===== src/rtl/riscv_exu_muldiv_pkg.sv =====
// Shared types for the M-extension multi-cycle execution unit.
// Op encoding follows funct3 so decode is a direct cast.
package riscv_exu_muldiv_pkg;

    typedef enum logic [2:0] {
        OP_MUL    = 3'b000,
        OP_MULH   = 3'b001,
        OP_MULHSU = 3'b010,
        OP_MULHU  = 3'b011,
        OP_DIV    = 3'b100,
        OP_DIVU   = 3'b101,
        OP_REM    = 3'b110,
        OP_REMU   = 3'b111
    } muldiv_op_t;

    typedef enum logic [2:0] {
        S_IDLE,
        S_MUL,
        S_DIV_PRE,
        S_DIV_ITER,
        S_DIV_POST,
        S_FIN
    } muldiv_state_t;

    localparam int CNT_W = 16;

    function automatic int div_iters(input int xlen, input int bpc);
        return xlen / bpc;
    endfunction

endpackage


===== src/rtl/riscv_exu_div_step.sv =====
// Combinational restoring-division step retiring BITS quotient bits.
// Partial remainder stays below the divisor, so XLEN+1 bits suffice.
module riscv_exu_div_step #(
    parameter int XLEN = 32,
    parameter int BITS = 1
) (
    input  logic [XLEN-1:0] rem,
    input  logic [BITS-1:0] dvd,
    input  logic [XLEN-1:0] dvs,
    output logic [XLEN-1:0] rem_next,
    output logic [BITS-1:0] quo
);

    logic [XLEN:0]   trial;
    logic [XLEN-1:0] r;

    always_comb begin
        r     = rem;
        trial = '0;
        quo   = '0;
        for (int i = BITS - 1; i >= 0; i--) begin
            trial = {r, dvd[i]} - {1'b0, dvs};
            if (!trial[XLEN]) begin
                r      = trial[XLEN-1:0];
                quo[i] = 1'b1;
            end else begin
                r = {r[XLEN-2:0], dvd[i]};
            end
        end
        rem_next = r;
    end

endmodule


===== src/rtl/riscv_exu_muldiv.sv =====
// Multi-cycle M-extension unit: pipelined-latency multiplier and
// iterative restoring divider behind a valid/ready request port.
module riscv_exu_muldiv
    import riscv_exu_muldiv_pkg::*;
#(
    parameter int XLEN               = 32,
    parameter int MUL_LATENCY        = 2,
    parameter int DIV_BITS_PER_CYCLE = 1,
    parameter int TAG_W              = 64
) (
    input  logic             clock,
    input  logic             reset_n,
    input  logic             vld,
    output logic             rdy,
    input  logic [2:0]       op,
    input  logic [XLEN-1:0]  rs1_data,
    input  logic [XLEN-1:0]  rs2_data,
    input  logic [4:0]       rd,
    input  logic [TAG_W-1:0] tag,
    input  logic             flush,
    output logic             busy,
    output logic             done,
    output logic             register_write_en,
    output logic [4:0]       register_write,
    output logic [XLEN-1:0]  register_write_data,
    output logic [TAG_W-1:0] done_tag
);

    localparam int B        = DIV_BITS_PER_CYCLE;
    localparam int N        = div_iters(XLEN, B);
    localparam int MUL_LAST = (MUL_LATENCY > 1) ? MUL_LATENCY - 2 : 0;

    muldiv_state_t state_q, state_n;
    muldiv_op_t    op_in;

    logic [1:0]        fn_q;
    logic [XLEN-1:0]   a_q, b_q, rem_q;
    logic [2*XLEN-1:0] prod_q, prod_c, a_ext, b_ext;
    logic [CNT_W-1:0]  cnt_q;
    logic [4:0]        rd_q, fin_rd;
    logic [TAG_W-1:0]  tag_q, fin_tag;
    logic              qneg_q, rneg_q;

    logic accept, is_div, div_zero, div_ovf, special, sa, sb, sgn, fin_go;
    logic [XLEN-1:0] a_mag, b_mag, spec_res, div_res, fin_data;
    logic [XLEN-1:0] step_rem_in, step_word, step_dvs, step_rem;
    logic [B-1:0]    step_q;

    function automatic logic [XLEN-1:0] mul_pick(
        input logic [1:0]        f,
        input logic [2*XLEN-1:0] p
    );
        return (f == 2'b00) ? p[XLEN-1:0] : p[2*XLEN-1:XLEN];
    endfunction

    assign op_in    = muldiv_op_t'(op);
    assign accept   = vld && rdy && !flush;
    assign is_div   = op_in inside {OP_DIV, OP_DIVU, OP_REM, OP_REMU};
    assign div_zero = rs2_data == '0;
    assign div_ovf  = (op_in inside {OP_DIV, OP_REM})
                   && rs1_data == {1'b1, {(XLEN-1){1'b0}}}
                   && rs2_data == '1;
    assign special  = is_div && (div_zero || div_ovf);
    assign spec_res = div_zero ? (op_in[1] ? rs1_data : '1)
                               : (op_in[1] ? '0 : rs1_data);

    // rs1 is signed except for MULHU, rs2 only for MUL/MULH
    assign sa     = op_in != OP_MULHU;
    assign sb     = op_in inside {OP_MUL, OP_MULH};
    assign a_ext  = {{XLEN{sa & rs1_data[XLEN-1]}}, rs1_data};
    assign b_ext  = {{XLEN{sb & rs2_data[XLEN-1]}}, rs2_data};
    assign prod_c = a_ext * b_ext;

    assign sgn   = !fn_q[0];
    assign a_mag = (sgn && a_q[XLEN-1]) ? -a_q : a_q;
    assign b_mag = (sgn && b_q[XLEN-1]) ? -b_q : b_q;

    // DIV_PRE already retires the first quotient bits from the magnitudes
    assign step_rem_in = (state_q == S_DIV_PRE) ? '0 : rem_q;
    assign step_word   = (state_q == S_DIV_PRE) ? a_mag : a_q;
    assign step_dvs    = (state_q == S_DIV_PRE) ? b_mag : b_q;

    riscv_exu_div_step #(
        .XLEN (XLEN),
        .BITS (B)
    ) u_div_step (
        .rem      (step_rem_in),
        .dvd      (step_word[XLEN-1 -: B]),
        .dvs      (step_dvs),
        .rem_next (step_rem),
        .quo      (step_q)
    );

    assign div_res = fn_q[1] ? (rneg_q ? -rem_q : rem_q)
                             : (qneg_q ? -a_q : a_q);

    always_ff @(posedge clock or negedge reset_n) begin
        if (!reset_n) begin
            state_q <= S_IDLE;
        end else begin
            state_q <= state_n;
        end
    end

    always_comb begin
        state_n = state_q;
        unique case (state_q)
            S_IDLE: begin
                if (accept) begin
                    if (special || (!is_div && MUL_LATENCY == 1)) begin
                        state_n = S_FIN;
                    end else if (is_div) begin
                        state_n = S_DIV_PRE;
                    end else begin
                        state_n = S_MUL;
                    end
                end
            end
            S_MUL: begin
                if (cnt_q == CNT_W'(MUL_LAST)) state_n = S_FIN;
            end
            S_DIV_PRE:  state_n = S_DIV_ITER;
            S_DIV_ITER: begin
                if (cnt_q == CNT_W'(N - 1)) state_n = S_DIV_POST;
            end
            S_DIV_POST: state_n = S_FIN;
            S_FIN:      state_n = S_IDLE;
            default:    state_n = S_IDLE;
        endcase
        if (flush && state_q != S_IDLE) state_n = S_IDLE;
    end

    always_comb begin
        rdy  = state_q == S_IDLE;
        busy = state_q != S_IDLE;
    end

    always_comb begin
        fin_data = '0;
        fin_rd   = rd_q;
        fin_tag  = tag_q;
        unique case (state_q)
            S_IDLE: begin
                fin_rd   = rd;
                fin_tag  = tag;
                fin_data = is_div ? spec_res : mul_pick(op[1:0], prod_c);
            end
            S_MUL:      fin_data = mul_pick(fn_q, prod_q);
            S_DIV_POST: fin_data = div_res;
            default:    fin_data = '0;
        endcase
    end

    assign fin_go = state_n == S_FIN;

    always_ff @(posedge clock or negedge reset_n) begin
        if (!reset_n) begin
            fn_q   <= '0;
            a_q    <= '0;
            b_q    <= '0;
            rem_q  <= '0;
            prod_q <= '0;
            cnt_q  <= '0;
            rd_q   <= '0;
            tag_q  <= '0;
            qneg_q <= 1'b0;
            rneg_q <= 1'b0;
        end else begin
            if (accept) begin
                fn_q   <= op[1:0];
                a_q    <= rs1_data;
                b_q    <= rs2_data;
                rd_q   <= rd;
                tag_q  <= tag;
                prod_q <= prod_c;
            end
            if (state_q == S_IDLE) begin
                cnt_q <= '0;
            end else if (state_q inside {S_MUL, S_DIV_PRE, S_DIV_ITER}) begin
                cnt_q <= cnt_q + 1'b1;
            end
            if (state_q == S_DIV_PRE) begin
                b_q    <= b_mag;
                qneg_q <= sgn && (a_q[XLEN-1] ^ b_q[XLEN-1]);
                rneg_q <= sgn && a_q[XLEN-1];
            end
            if (state_q inside {S_DIV_PRE, S_DIV_ITER}) begin
                a_q   <= {step_word[XLEN-B-1:0], step_q};
                rem_q <= step_rem;
            end
        end
    end

    always_ff @(posedge clock or negedge reset_n) begin
        if (!reset_n) begin
            done                <= 1'b0;
            register_write_en   <= 1'b0;
            register_write      <= '0;
            register_write_data <= '0;
            done_tag            <= '0;
        end else begin
            done              <= fin_go;
            register_write_en <= fin_go && fin_rd != 5'd0;
            if (fin_go) begin
                register_write      <= fin_rd;
                register_write_data <= (fin_rd != 5'd0) ? fin_data : '0;
                done_tag            <= fin_tag;
            end
        end
    end

endmodule

===== config.mk =====
export PLATFORM = sky130hd
export DESIGN_NAME = riscv_exu_muldiv
export DESIGN_NICKNAME = d
export VERILOG_FILES = /design/src/rtl/riscv_exu_muldiv_pkg.sv /design/src/rtl/riscv_exu_div_step.sv /design/src/rtl/riscv_exu_muldiv.sv
export SDC_FILE = /design/constraint.sdc
export NUM_CORES = 2
export LEC_CHECK = 0
export ABC_AREA = 0
export CORE_MARGIN = 4
export CORE_UTILIZATION = 40
export DETAILED_ROUTE_END_ITERATION = 8
export PLACE_DENSITY = 0.59
export SYNTH_ARGS = -nofsm -noshare
export SYNTH_HDL_FRONTEND = slang
export SYNTH_SLANG_ARGS = --single-unit

===== constraint.sdc =====
create_clock -name clock -period 10.55 [get_ports clock]
set_input_delay 2.11 -clock clock [delete_from_list [all_inputs] [get_ports clock]]
set_output_delay 2.11 -clock clock [all_outputs]
set_load 0.1 [all_outputs]

# == Word-level counts from Yosys, hierarchy flattened ==
# Cells that the tools add are included.
# Widths: inputs -> output; s select.
# word_totals
register_bits,355
wordCells,101
# classes
addsub,5
multipliers,1
n_eq_ne,14
n_mux,33
n_bitwise,3
reduce_logical,29
# op_table
cell,count
$mux 32,20
$neg 32->32,3
$pmux 32 s3,1
$eq 32x32->1 const B,2
$mul 33x33->64,1
$mux 64,1
$sub 33x32->33,1
$logic_not 32->1,1
$mux 16,2
$eq 3x3->1 const B,6
$add 16x1->16 const B,1
$eq 16x5->1 const B,1
$logic_not 16->1,1
$mux 3,5
$pmux 3 s5,1
$reduce_bool 2->1,6
$logic_and 1x1->1,10
$eq 3x1->1 const B,2
$eq 3x2->1 const B,2
$logic_not 3->1,2
$reduce_bool 3->1,2
$mux 5,1
$reduce_bool 5->1,1
$logic_not 2->1,2
8 further kinds,10

# == Depth between registers and ports, before layout ==
# depth
ltp_word,12
ltp_mapped,32
ltp_nobuf,29

# == Hierarchy ==
# Synthesis repeated with hierarchy kept, for this count alone.
# hier_totals
cells_unflattened,6748
hier_area_um2,58932.8
# modules_own_cells
mod,n_inst,cells_per_inst,area_each_um2
riscv_exu_muldiv,1,6439,56615.5
riscv_exu_div_step,1,309,2317.2

# == Worst setup path after synthesis ==
# Ideal clock, no wire load.
# synth_path
path_kind,input to register
start,in op[1]
end,reg prod_q[59]
setup_ns,0.134
arrival_ns,9.711
t_required_ns,10.416
path_slack_ns,0.705
stages,27
path_cell_list,clkbuf_1 nand3b_1 and2_0 clkbuf_1 nand2_1 inv_1 fa_1 fa_1 fa_1 inv_1 fa_1 fa_1 fa_1 fa_1 fa_1 inv_1 ha_1 o21ai_0 o21bai_1 o31ai_1 o21ai_0 o21ai_0 o21ai_0 o41a_1 a311oi_1 xor2_1 o21ai_0
# synth_between
elab_chain_cells,4
# synth_rtl
element,line_no,text
start: declaration,riscv_exu_muldiv.sv:15,"input logic [2:0] op,"
$eq 3x1->1 or $logic_not 3->1 (tied branches),riscv_exu_muldiv.sv:69,"assign sb = op_in inside {OP_MUL, OP_MULH};"
$reduce_bool 2->1,riscv_exu_muldiv.sv:69,
$and 1x1->1,riscv_exu_muldiv.sv:71,"assign b_ext = {{XLEN{sb & rs2_data[XLEN-1]}}, rs2_data};"
$mul 33x33->64 (*),riscv_exu_muldiv.sv:72,assign prod_c = a_ext * b_ext;
end signal: assignment,riscv_exu_muldiv.sv:175,prod_q <= prod_c;
end: declaration,riscv_exu_muldiv.sv:38,"logic [2*XLEN-1:0] prod_q, prod_c, a_ext, b_ext;"
# Every way passes the cells marked *; elsewhere a longest branch is shown, timed or not.
# A chain may end at the register's enable or synchronous reset.

# == Worst setup path in the final report ==
# layout_path
start,in op[2]
end,reg prod_q[63]
# The elaborated chain is that of the path after synthesis.

==> results.sh <==
export IMPL_status="completed"
export IMPL_clk_path_buf_depth=3
export IMPL_crit_fanout=5
export IMPL_max_slew_margin_rel=0.199
export IMPL_setup_viol=0
export IMPL_num_fill_cells=14027
export IMPL_drt_initial_drc_count=3730
export IMPL_final_layout_size_suffix_gt1_frac=0.0697
export IMPL_ant_nets=0
export IMPL_place_congestion=0.945
export IMPL_grt_overflow=0
export IMPL_drv_cap=0
export IMPL_die_h_um=390
export IMPL_cts_buffers=41
export IMPL_worstMarginPinSlew_ns=1.20
export IMPL_die_area_mm2=0.152
export IMPL_synth_edff_count=0
export IMPL_fin_skew_ns=0.0265
export IMPL_first_pass_iters=5
export IMPL_cp_common_cell="fa_1"
export IMPL_worstHoldPathType="reg2reg"
export IMPL_clkSinkCount=355
export IMPL_ys_ff_latch=355
export IMPL_antenna_found_initial=8
export IMPL_num_nets_final=8360
export IMPL_synth_area_leaders="fa_1 (39%), dfrtp_1 (15%), nand2_1 (8.8%)"
export IMPL_synth_area_mm2=0.0583
export IMPL_period_needed_ns=10.08
export IMPL_drv_slew=0
export IMPL_die_x_um=390
export IMPL_start_kind="input pin"
export IMPL_grt_pass1_vias=49108
export IMPL_cts_hold_buf=0
export IMPL_cp_slowest_stage_delay_ns=0.57
export IMPL_register_area_mm2=0.00888
export IMPL_min_period_over_period=0.955
export IMPL_finalWirelength_um=189000
export IMPL_port_buffers=244
export IMPL_dr_total_vias=46733
export IMPL_yosys_top_cells_count="nand2_1 (1365), fa_1 (1126), inv_1 (1123)"
export IMPL_synthFlopType="dfrtp_1"
export IMPL_htree_num_levels=2
export IMPL_cts_tree="done"
export IMPL_synthArstFlopShare=1.00
export IMPL_syn_to_final_growth_pct=12.3
export IMPL_criticalPathCategory="in2reg"
export IMPL_critical_path_slowest_cell="fa_1"
export IMPL_synth_avg_cell_area_um2=8.75
export IMPL_multiInputGateArea_mm2=0.0437
export IMPL_wl_per_cell_um=21.6
export IMPL_rsz0062_at_grt="false"
export IMPL_post_cts_buffers=0
export IMPL_clock_latency_ns=0.59
export IMPL_fmax_mhz=99.2
export IMPL_synthCells=6670
export IMPL_finalCoreUtilization=0.454
export IMPL_gr_usage_met3=0.0333
export IMPL_met2_usage=0.411
export IMPL_vias_per_cell=5.32
export IMPL_cp_data_arrival_time_ns=10.50
export IMPL_yosysTopAreaCell="fa_1"
export IMPL_path_clk_slew_ns=0.06
export IMPL_ys_types=80
export IMPL_whs_path_depth=2
export IMPL_yosysSeqAreaShare=0.152
export IMPL_grt_max_degree=178
export IMPL_synth_top_cell_area_share=0.386
export IMPL_placed_area_mm2=0.0641
export IMPL_synth_fp_nets=8185
export IMPL_use_met1=0.351
export IMPL_design_area_mm2=0.0655
export IMPL_drc=0
export IMPL_io_pins=245
export IMPL_critPathRequiredTime_ns=10.98
export IMPL_track_usage=0.252
export IMPL_ys_warn_count=0
export IMPL_finalHoldViolations=0
export IMPL_cts_root_buf="clkbuf_16"
export IMPL_ctsResizeCount=0
export IMPL_initial_core_util=0.405
export IMPL_grt_pass1_wl_um=297000
export IMPL_grt_busiest_layer="met2"
export IMPL_core_area_mm2=0.144
export IMPL_core_rowCount=139
export IMPL_synth_most_common_cell="nand2_1"
export IMPL_reg2regPathDepth=19
export IMPL_end_kind="register"
export IMPL_hpwl_um=150000
-- cell families after synthesis --
group,count (synthesis),synth area share
compound gates,830,0.0855
xor+xnor,225,0.0338
fa+ha+maj,1376,0.440
buf+inv,1563,0.101
flops,355,0.152
mux,106,0.0182
simple gates,2215,0.170
-- layer usage --
layer  share of wire  vias up
li1                -    20754
met1            0.43    23960
met2            0.46     1722
met3           0.072      297
met4           0.039        0
met5               0        -
-- critical path: cells and delay by family --
| family | cells | cell delay, ns |
|---|---|---|
| buffers and inverters | 10 | 1.44 |
| AOI/OAI and AO/OA | 9 | 1.85 |
| and+or+nand+nor | 3 | 0.58 |
| adders and majority gates | 9 | 4.32 |
| xor gates and xnor gates | 1 | 0.16 |
-- final timing paths --
kind                                        from                       end  slack, ns
max in group asynchronous                reset_n  done_tag[46]$_DFFE_PN0P_       6.76
hold / removal             prod_q[0]$_DFFE_PN0P_     prod_q[0]$_DFFE_PN0P_       0.47
setup / recovery                           op[2]    prod_q[63]$_DFFE_PN0P_       0.47
setup reg to reg              a_q[7]$_DFFE_PN0P_     rem_q[30]$_DFFE_PN0N_       4.10
hold reg to reg            prod_q[0]$_DFFE_PN0P_     prod_q[0]$_DFFE_PN0P_       0.47
min in group asynchronous                reset_n    prod_q[14]$_DFFE_PN0P_       1.50
-- cell type report --
cell class                      count  area share
Tap cell                         1903      0.0364
Sequential cell                   355       0.136
Clock inverter                     15     0.00329
Inverter                         1124      0.0644
Clock buffer                       57      0.0178
Timing Repair Buffer              571      0.0758
Antenna cell                        6    0.000229
Multi-Input combinational cell   4752       0.666
-- metrics by stage --
stage               worst slack [ns]  hold WS, ns  setup TNS (ns)  instances
floorplan                      0.705        0.438               0       6670
global placement             -0.0252        0.449         -0.0351       8705
detailed placement           -0.0487        0.458          -0.106       8705
CTS                            0.516        0.470               0       8777
global route                  0.0461        0.490               0       8779
finish                         0.472        0.470               0       8783
-- sequential cells by signal (all words and copies together), names as in the netlist, 2 cells and up --
register,flops
b_q,32
prod_q,64
a_q,32
tag_q,64
register_write_data,32
done_tag,64
cnt_q,16
state_q,3
register_write,5
rem_q,32
fn_q,2
rd_q,5
-- layout by cell type, fill, tap and decap left out, types with 44 or more instances in the layout --
master | synthesis | final
ha_1 | 249 | 249
buf_2 | 8 | 44
fa_1 | 1126 | 1126
xor2_1 | 102 | 102
xnor2_1 | 123 | 123
inv_1 | 1123 | 1123
nor3_1 | 49 | 49
a21o_1 | 45 | 44
a21oi_1 | 177 | 177
a31oi_1 | 56 | 56
buf_4 | 0 | 304
o31ai_1 | 46 | 45
clkdlybuf4s50_1 | 0 | 198
nand2_1 | 1365 | 1365
nand3_1 | 46 | 45
and2_1 | 341 | 341
mux2i_1 | 104 | 104
dfrtp_1 | 355 | 355
o21ai_0 | 327 | 327
nor2_1 | 214 | 213
Power is left out: the tool's default activity adds up to more than one toggle a clock period on the data nets, which glitch-free logic cannot reach.
